==> config.mk <==
export PLATFORM = sky130hd
export DESIGN_NAME = paged_mem_ctrl
export DESIGN_NICKNAME = d
export VERILOG_FILES = /design/src/rtl/paged_mem_ctrl.sv
export SDC_FILE = /design/constraint.sdc
export NUM_CORES = 1
export LEC_CHECK = 0
export CAP_MARGIN = 10
export CORE_ASPECT_RATIO = 0.8
export CORE_MARGIN = 4
export CORE_UTILIZATION = 30
export DETAILED_ROUTE_END_ITERATION = 6
export DONT_BUFFER_PORTS = 1
export SETUP_SLACK_MARGIN = 0.2
export SLEW_MARGIN = 20
export SYNTH_ARGS = -nofsm -noshare
export SYNTH_HDL_FRONTEND = slang
export SYNTH_SLANG_ARGS = --single-unit
export TNS_END_PERCENT = 100
==> constraint.sdc <==
create_clock -name clk -period 1.3 [get_ports clk]
set_input_delay 0.195 -clock clk [delete_from_list [all_inputs] [get_ports clk]]
set_output_delay 0.195 -clock clk [all_outputs]
set_load 0.02 [all_outputs]
==> src/rtl/paged_mem_ctrl.sv <==
// Paged data-memory controller: forms {mem_page, offset}, runs one outstanding
// req/ack access and stalls the CPU until it completes. ACCESS_TIMEOUT_EN adds a BUSY watchdog.
module paged_mem_ctrl #(
    parameter int PAGE_W   = 3,
    parameter int OFFSET_W = 5,
    parameter int DATA_W   = 8,
    parameter int TIMEOUT  = 15
) (
    input  logic                       clk,
    input  logic                       reset,
    input  logic [PAGE_W-1:0]          mem_page,
    input  logic [OFFSET_W-1:0]        offset,
    input  logic                       rd_en,
    input  logic                       wr_en,
    input  logic [DATA_W-1:0]          wr_data,
    output logic                       stall,
    output logic [DATA_W-1:0]          rd_data,
    output logic                       rd_valid,
    output logic                       err,
    output logic                       mem_req,
    output logic                       mem_we,
    output logic [PAGE_W+OFFSET_W-1:0] mem_addr,
    output logic [DATA_W-1:0]          mem_wdata,
    input  logic                       mem_ack,
    input  logic [DATA_W-1:0]          mem_rdata,
    output logic                       dbg_state
);

    localparam int ADDR_W = PAGE_W + OFFSET_W;

    typedef enum logic {
        IDLE = 1'b0,
        BUSY = 1'b1
    } state_e;

    if (TIMEOUT < 1) begin : g_bad_timeout
        $error("paged_mem_ctrl: TIMEOUT must be at least 1");
    end

    // Handshake: mem_req is a level; request/address/data stay frozen from
    // accept until the first posedge that samples mem_ack high.
    state_e              state_q, state_d;
    logic [ADDR_W-1:0]   addr_q, addr_d;
    logic                we_q, we_d;
    logic [DATA_W-1:0]   wdata_q, wdata_d;
    logic                req_q, req_d;
    logic [DATA_W-1:0]   rd_data_q, rd_data_d;
    logic                rd_valid_q, rd_valid_d;
    logic                err_q, err_d;

    logic accept;
    logic illegal;
    logic timeout_hit;

    assign accept  = (state_q == IDLE) && (rd_en ^ wr_en);
    assign illegal = (state_q == IDLE) && rd_en && wr_en;

`ifdef ACCESS_TIMEOUT_EN
    localparam int CNT_W = $clog2(TIMEOUT + 1);

    logic [CNT_W-1:0] cnt_q, cnt_d;

    // Abort on the edge where the counter would reach TIMEOUT; an ack there wins.
    assign timeout_hit = (state_q == BUSY) && !mem_ack && (cnt_q == CNT_W'(TIMEOUT - 1));

    always_comb begin
        cnt_d = cnt_q;
        if (accept) begin
            cnt_d = '0;
        end else if ((state_q == BUSY) && !mem_ack) begin
            cnt_d = cnt_q + CNT_W'(1);
        end
    end

    always_ff @(posedge clk or posedge reset) begin
        if (reset) begin
            cnt_q <= '0;
        end else begin
            cnt_q <= cnt_d;
        end
    end
`else
    assign timeout_hit = 1'b0;
`endif

    // State register
    always_ff @(posedge clk or posedge reset) begin
        if (reset) begin
            state_q <= IDLE;
        end else begin
            state_q <= state_d;
        end
    end

    // Next-state logic
    always_comb begin
        state_d = state_q;
        case (state_q)
            IDLE: begin
                if (accept) begin
                    state_d = BUSY;
                end
            end
            BUSY: begin
                if (mem_ack || timeout_hit) begin
                    state_d = IDLE;
                end
            end
            default: state_d = IDLE;
        endcase
    end

    // Output / datapath next values
    always_comb begin
        addr_d     = addr_q;
        we_d       = we_q;
        wdata_d    = wdata_q;
        req_d      = req_q;
        rd_data_d  = rd_data_q;
        rd_valid_d = 1'b0;
        err_d      = illegal;
        if (accept) begin
            addr_d  = {mem_page, offset};
            we_d    = wr_en;
            wdata_d = wr_data;
            req_d   = 1'b1;
        end else if (state_q == BUSY) begin
            if (mem_ack) begin
                req_d = 1'b0;
                if (!we_q) begin
                    rd_data_d  = mem_rdata;
                    rd_valid_d = 1'b1;
                end
            end else if (timeout_hit) begin
                req_d = 1'b0;
                err_d = 1'b1;
            end
        end
    end

    always_ff @(posedge clk or posedge reset) begin
        if (reset) begin
            addr_q     <= '0;
            we_q       <= 1'b0;
            wdata_q    <= '0;
            req_q      <= 1'b0;
            rd_data_q  <= '0;
            rd_valid_q <= 1'b0;
            err_q      <= 1'b0;
        end else begin
            addr_q     <= addr_d;
            we_q       <= we_d;
            wdata_q    <= wdata_d;
            req_q      <= req_d;
            rd_data_q  <= rd_data_d;
            rd_valid_q <= rd_valid_d;
            err_q      <= err_d;
        end
    end

    assign stall     = accept || (state_q == BUSY);
    assign mem_req   = req_q;
    assign mem_we    = we_q;
    assign mem_addr  = addr_q;
    assign mem_wdata = wdata_q;
    assign rd_data   = rd_data_q;
    assign rd_valid  = rd_valid_q;
    assign err       = err_q;
    assign dbg_state = state_q;

endmodule
# ---- Yosys cells after proc, flatten, opt, wreduce, memory -nomap -nowiden
# Cells that the tools add are included.
dict set report totals {
  word_cells 30
  register_bits 29
  inputBits 29
  out_inout_bits 30
}
dict set report op_classes {
  n_mux 10
  n_reduce_logical 8
  bitwise_logic 4
}
# operator n
set ops {}
lappend ops {{$mux W1} 9}
lappend ops {{$reduce_and A4 Y1} 1}
lappend ops {{$reduce_bool A2 Y1} 2}
lappend ops {{$logic_and A1 B1 Y1} 3}
lappend ops {{$not A1 Y1} 3}
lappend ops {{$pmux W1 S2} 1}
lappend ops {{$reduce_and A2 Y1} 1}
lappend ops {{$logic_or A1 B1 Y1} 1}
lappend ops {{$xor A1 B1 Y1} 1}

# ---- Longest topological paths before layout
dict set report logic_depth {
  ltp_word 4
  ltp_mapped 4
  ltp_nobuf 3
}

# ---- Worst setup path after synthesis
# No wires, ideal clock.
dict set report synth_timing {
  path_kind {register -> register}
  start {register state_q (netlist: dbg_state)}
  end {register rd_data_q[0] (netlist: rd_data[0])}
  n_path_buf 0
  period_less_slack_ns 1.389
  setup_slack_ns -0.089
  required_ns 1.175
  stages_incl_launch_ff 4
  setup_time_ns 0.125
  t_arrival_ns 1.264
  path_cell_list {dfrtp_1 nand2_1 nor2_4 mux2_2}
}
dict set report synth_between {
  elab_chain_len 4
}
# item line
set synth_rtl {}
lappend synth_rtl {{from (decl)} 42} ;# state_e state_q, state_d;
lappend synth_rtl {{from (signal assigned)} 91} ;# state_q <= state_d;
lappend synth_rtl {{$not A1 Y1} -}
lappend synth_rtl {{$logic_and A1 B1 Y1} 55} ;# assign accept = (state_q == IDLE) && (rd_en ^ wr_en);
lappend synth_rtl {{$not A1 Y1 (no line)} -}
lappend synth_rtl {{$reduce_and A4 Y1 (no line) (*)} -}
lappend synth_rtl {{to (signal assigned)} 155} ;# rd_data_q <= rd_data_d;
lappend synth_rtl {{to (decl)} 47} ;# logic [DATA_W-1:0] rd_data_q, rd_data_d;
# Every way passes the cells marked *; elsewhere a longest branch is shown, timed or not.
# A chain may end at the register's enable or synchronous reset.

# ---- Worst setup path in the final report
dict set report layout_timing {
  start {register state_q (netlist: dbg_state)}
  end {output stall}
}
dict set report layout_between {
  elab_chain_len 3
}
# item line
set layout_rtl {}
lappend layout_rtl {{$not A1 Y1} -}
lappend layout_rtl {{$logic_and A1 B1 Y1} 55}
lappend layout_rtl {{$logic_or A1 B1 Y1 (*)} 161} ;# assign stall = accept || (state_q == BUSY);
lappend layout_rtl {{to (decl)} 16} ;# output logic stall,
# Marked as above.

==> Flow_metrics.wiki <==
{| class="wikitable"
! Metric !! Value
|-
| Outcome || complete, but fails checks
|-
| Failing checks || negative setup slack
|-
| Relative area change from synthesis to final layout || 27.37%
|-
| Type of the tightest min-delay check || in2reg
|-
| Summed area of non-filler cells in the final layout || 1461 sq um
|-
| Total negative slack for setup checks || -0.01257 ns
|-
| Layout net count || 114
|-
| Category of the worst setup path capture point || output port
|-
| Worst vdd rail ir drop || roughly 950 uV
|-
| Final-layout worst hold slack || between 0.05 and 0.06 ns
|-
| Vias/cell || about 5
|-
| GRT overflow || 0
|-
| Number of antenna repair diodes || 0
|-
| Worst-case setup slack after placement || 0.05870 ns
|-
| Proportion of synthesized chip area in sequential cells || 0.6325
|-
| Via count of the first global-routing pass || 774
|-
| Post-synthesis mux area share || 0.2650
|-
| Half-perimeter wire length after placement || roughly 1700 um
|-
| Horizontal die dimension || 77.14 um
|-
| CTS clock-pin slew for the worst setup and hold paths || 0.06 ns
|-
| Setup ws final || -0.01257 ns
|-
| Simple-gate share of the synthesized area || 0.04798
|-
| Number of cells produced by synthesis || 68
|-
| Post-synthesis sequential element count || 29
|-
| Adder and majority gate portion of the synthesized area || 0
|-
| CP max-delay cell || dfrtp_2
|-
| Number of hold-slack violations in the final timing report || 0
|-
| TritonCTS clock tree || built
|-
| Worst relative slew slack || 0.8297
|-
| Largest family of logic cells by synthesized area || multiplexers
|-
| Critical path, cell by cell || buf_6 > or2b_4
|-
| Routed wirelength normalized by instance count || between 15 and 20 um
|-
| Area share of the largest cell type after synthesis || 0.6325
|-
| Final critical-path required period || ~1.3 ns
|-
| # clock sinks || 29
|-
| Post-DP Area || around 1300 sq um
|-
| Critical path data arrival time || 1.12 ns
|-
| Number of buffers on the longest clock path || 2
|-
| Clock Latency Late Sink || 0.27 ns
|-
| Total iterations of the first detailed-routing run || 4
|-
| Total via count after detailed routing || about 620
|-
| Highest net fanout along the worst path || 4
|-
| Post-synthesis compound-gate area fraction || 0.01636
|-
| Dominant cells by area after synthesis || dfrtp_1, mux2_2, mux2_4, nor2_4, buf_12
|-
| Worst Path Class, Setup || reg2out
|-
| Number of maximum-capacitance constraint violations || 0
|-
| I/O pin total || between 50 and 60
|-
| PortBufs || 0
|-
| Max stage delay on crit path || between 0.4 and 0.5 ns
|-
| Final clock skew || approximately 0.00090 ns
|-
| Fill count || approximately 340
|-
| DR DRC count || 0
|-
| Syn nets || 97
|-
| Number of buffers added by the clock tree synthesis step || 5
|-
| Starting Density || 0.3218
|-
| Library cell with the largest summed area after synthesis || dfrtp_1
|-
| Full die area || 4884 sq um
|-
| Max H-tree Level || 2
|-
| Kind of start point of the critical path || register
|-
| Power after layout || approximately 3500 uW
|-
| Global-route wire length before repair || 3864 um
|-
| Actual transition at the worst max-transition pin || about 0.26 ns
|-
| Total leakage power || 0.0006706 uW
|-
| Die H || 63.32 um
|-
| Final setup violating endpoints || 1
|-
| Final worst-path cycle share || 1.010
|-
| Power per standard cell area || roughly 2400 nW/um^2
|-
| Total wirelength of the detailed-routed design || about 2400 um
|-
| Number of warnings reported in the yosys synthesis log || 0
|-
| Count of different cell masters after synthesis || 14
|-
| Required time reported for the critical path endpoint || around 1.1 ns
|-
| CTS Root Buffer Type || clkbuf_8
|-
| Xor/xnor cell area share of the yosys netlist || 0.01418
|-
| Iteration-0 DRC count of the detailed router || 14
|-
| Core Rows || 19
|-
| Number of routed nets with antenna violations || 0
|-
| Post-Synthesis Cell Area || 1147 sq um
|-
| Fraction of layout instances using a drive strength above 1 || 0.5814
|-
| Mean cell area of the mapped netlist || 16.87 sq um
|-
| Largest net degree at the start of global routing || 30
|-
| RD Place Congestion || 0.6336
|-
| Overall track demand over capacity in global routing || 0.1029
|-
| Achievable Freq || 761.9 MHz
|-
| Initial antenna violation count || 0
|-
| Area inside the core boundary || approximately 3600 sq um
|-
| Final count of pins violating max slew || 0
|-
| Setup repair after global routing missed its margin || true
|}
[cell usage after synthesis]
library cell / count
dfrtp_1: 29
nor3b_1: 1
inv_1: 2
xnor2_2: 1
mux2_4: 9
nand2_1: 2
buf_12: 1
nor2_4: 2
o21ai_0: 2
a21o_2: 1
and2_1: 1
mux2_2: 15
nor2_1: 1
or2b_1: 1
[layout make-up]
cell class	instances	area [sq um]	share of cell area
clock buffer	7	96.34	0.06592
clock inverter	1	5.005	0.003425
inverter	2	7.507	0.005137
multi-input combinational	37	461.7	0.3159
sequential	29	728.2	0.4983
tap	42	52.55	0.03596
timing repair buffer	10	110.1	0.07534
[routing by layer]
layer  up-vias  track usage  part of all wire  routed length, um
met1       310       0.1015              0.37                906
met5         -            0                 0                  0
met4         0      0.02667                 0                  0
li1        268            -                 -                  -
met3         0      0.07265              0.14                331
met2        46       0.1746              0.49               1191
[cell usage in the layout (no fill, tap or decap)]
cell type       n
dfrtp_1        27
mux2_4         21
clkbuf_8        7
buf_4           5
nor2_4          3
mux2_2          3
inv_1           2
o21ai_0         2
dfrtp_2         2
buf_12          2
buf_6           2
xnor2_2         1
nand2_4         1
a21o_2          1
nor2_1          1
nand2_1         1
or2b_4          1
and2_1          1
nor3b_1         1
clkinv_2        1
dlygate4sd3_1   1
[what timing repair did]
| item | CTS | global route |
|---|---|---|
| hold endpoints to repair | 29 | 0 |
| buffers inserted | 2 | 0 |
| pin swaps | 2 | 1 |
| hold buffers | 1 | 0 |
| gates cloned | 1 | 0 |
| resized for setup | 19 | 0 |
| setup endpoints to repair | 26 | 28 |
[worst max-delay path, delay by kind of cell, from the launching register on]
family                 cells  cell delay, ns
buffers and inverters      1            0.13
DFF                        1            0.44
and+or+nand+nor            1            0.28
[flip-flops by register name, indices dropped and copies added (netlist names)]
name and count:
mem_wdata 8, err 1, mem_req 1, mem_addr 8
mem_we 1, rd_data 8, rd_valid 1, dbg_state 1
[where the power goes]
part,internal (uW),total (uW),switching [uW]
Clock,477,795,318
Combinational,525,756,232
Sequential,1250,1930,688
Total,2250,3490,1240
[path summary, 6_finish.rpt]
| check | from | to | slack, ns | cells past startpoint |
|---|---|---|---|---|
| max reg2reg | dbg_state$_DFF_PP0_ | rd_data[5]$_DFFE_PP0P_ | 0.05 | 4 |
| min in group asynchronous | reset | mem_wdata[3]$_DFFE_PP0P_ | 0.40 | 3 |
| min reg2reg | mem_we$_DFFE_PP0P_ | rd_valid$_DFF_PP0_ | 0.65 | 2 |
| max | dbg_state$_DFF_PP0_ | stall | -0.01 | 2 |
| min | wr_en | mem_we$_DFFE_PP0P_ | 0.06 | 2 |
| max in group asynchronous | reset | mem_we$_DFFE_PP0P_ | 0.73 | 3 |
[cell families (layout without fill, tap and decap cells)]
family,after synthesis,in the layout
AOI/OAI and AO/OA,3,3
DFF,29,29
muxes,24,24
xor gates and xnor gates,1,1
and+or+nand+nor,8,9
buffers and inverters,3,20
[stage by stage]
step,utilization,std cells
finish,0.4098,128
CTS,0.4098,128
global route,0.4098,128
detailed placement,0.3530,116
global placement,0.3530,116
floorplan,-,68
(Power assumes the default switching activity.)
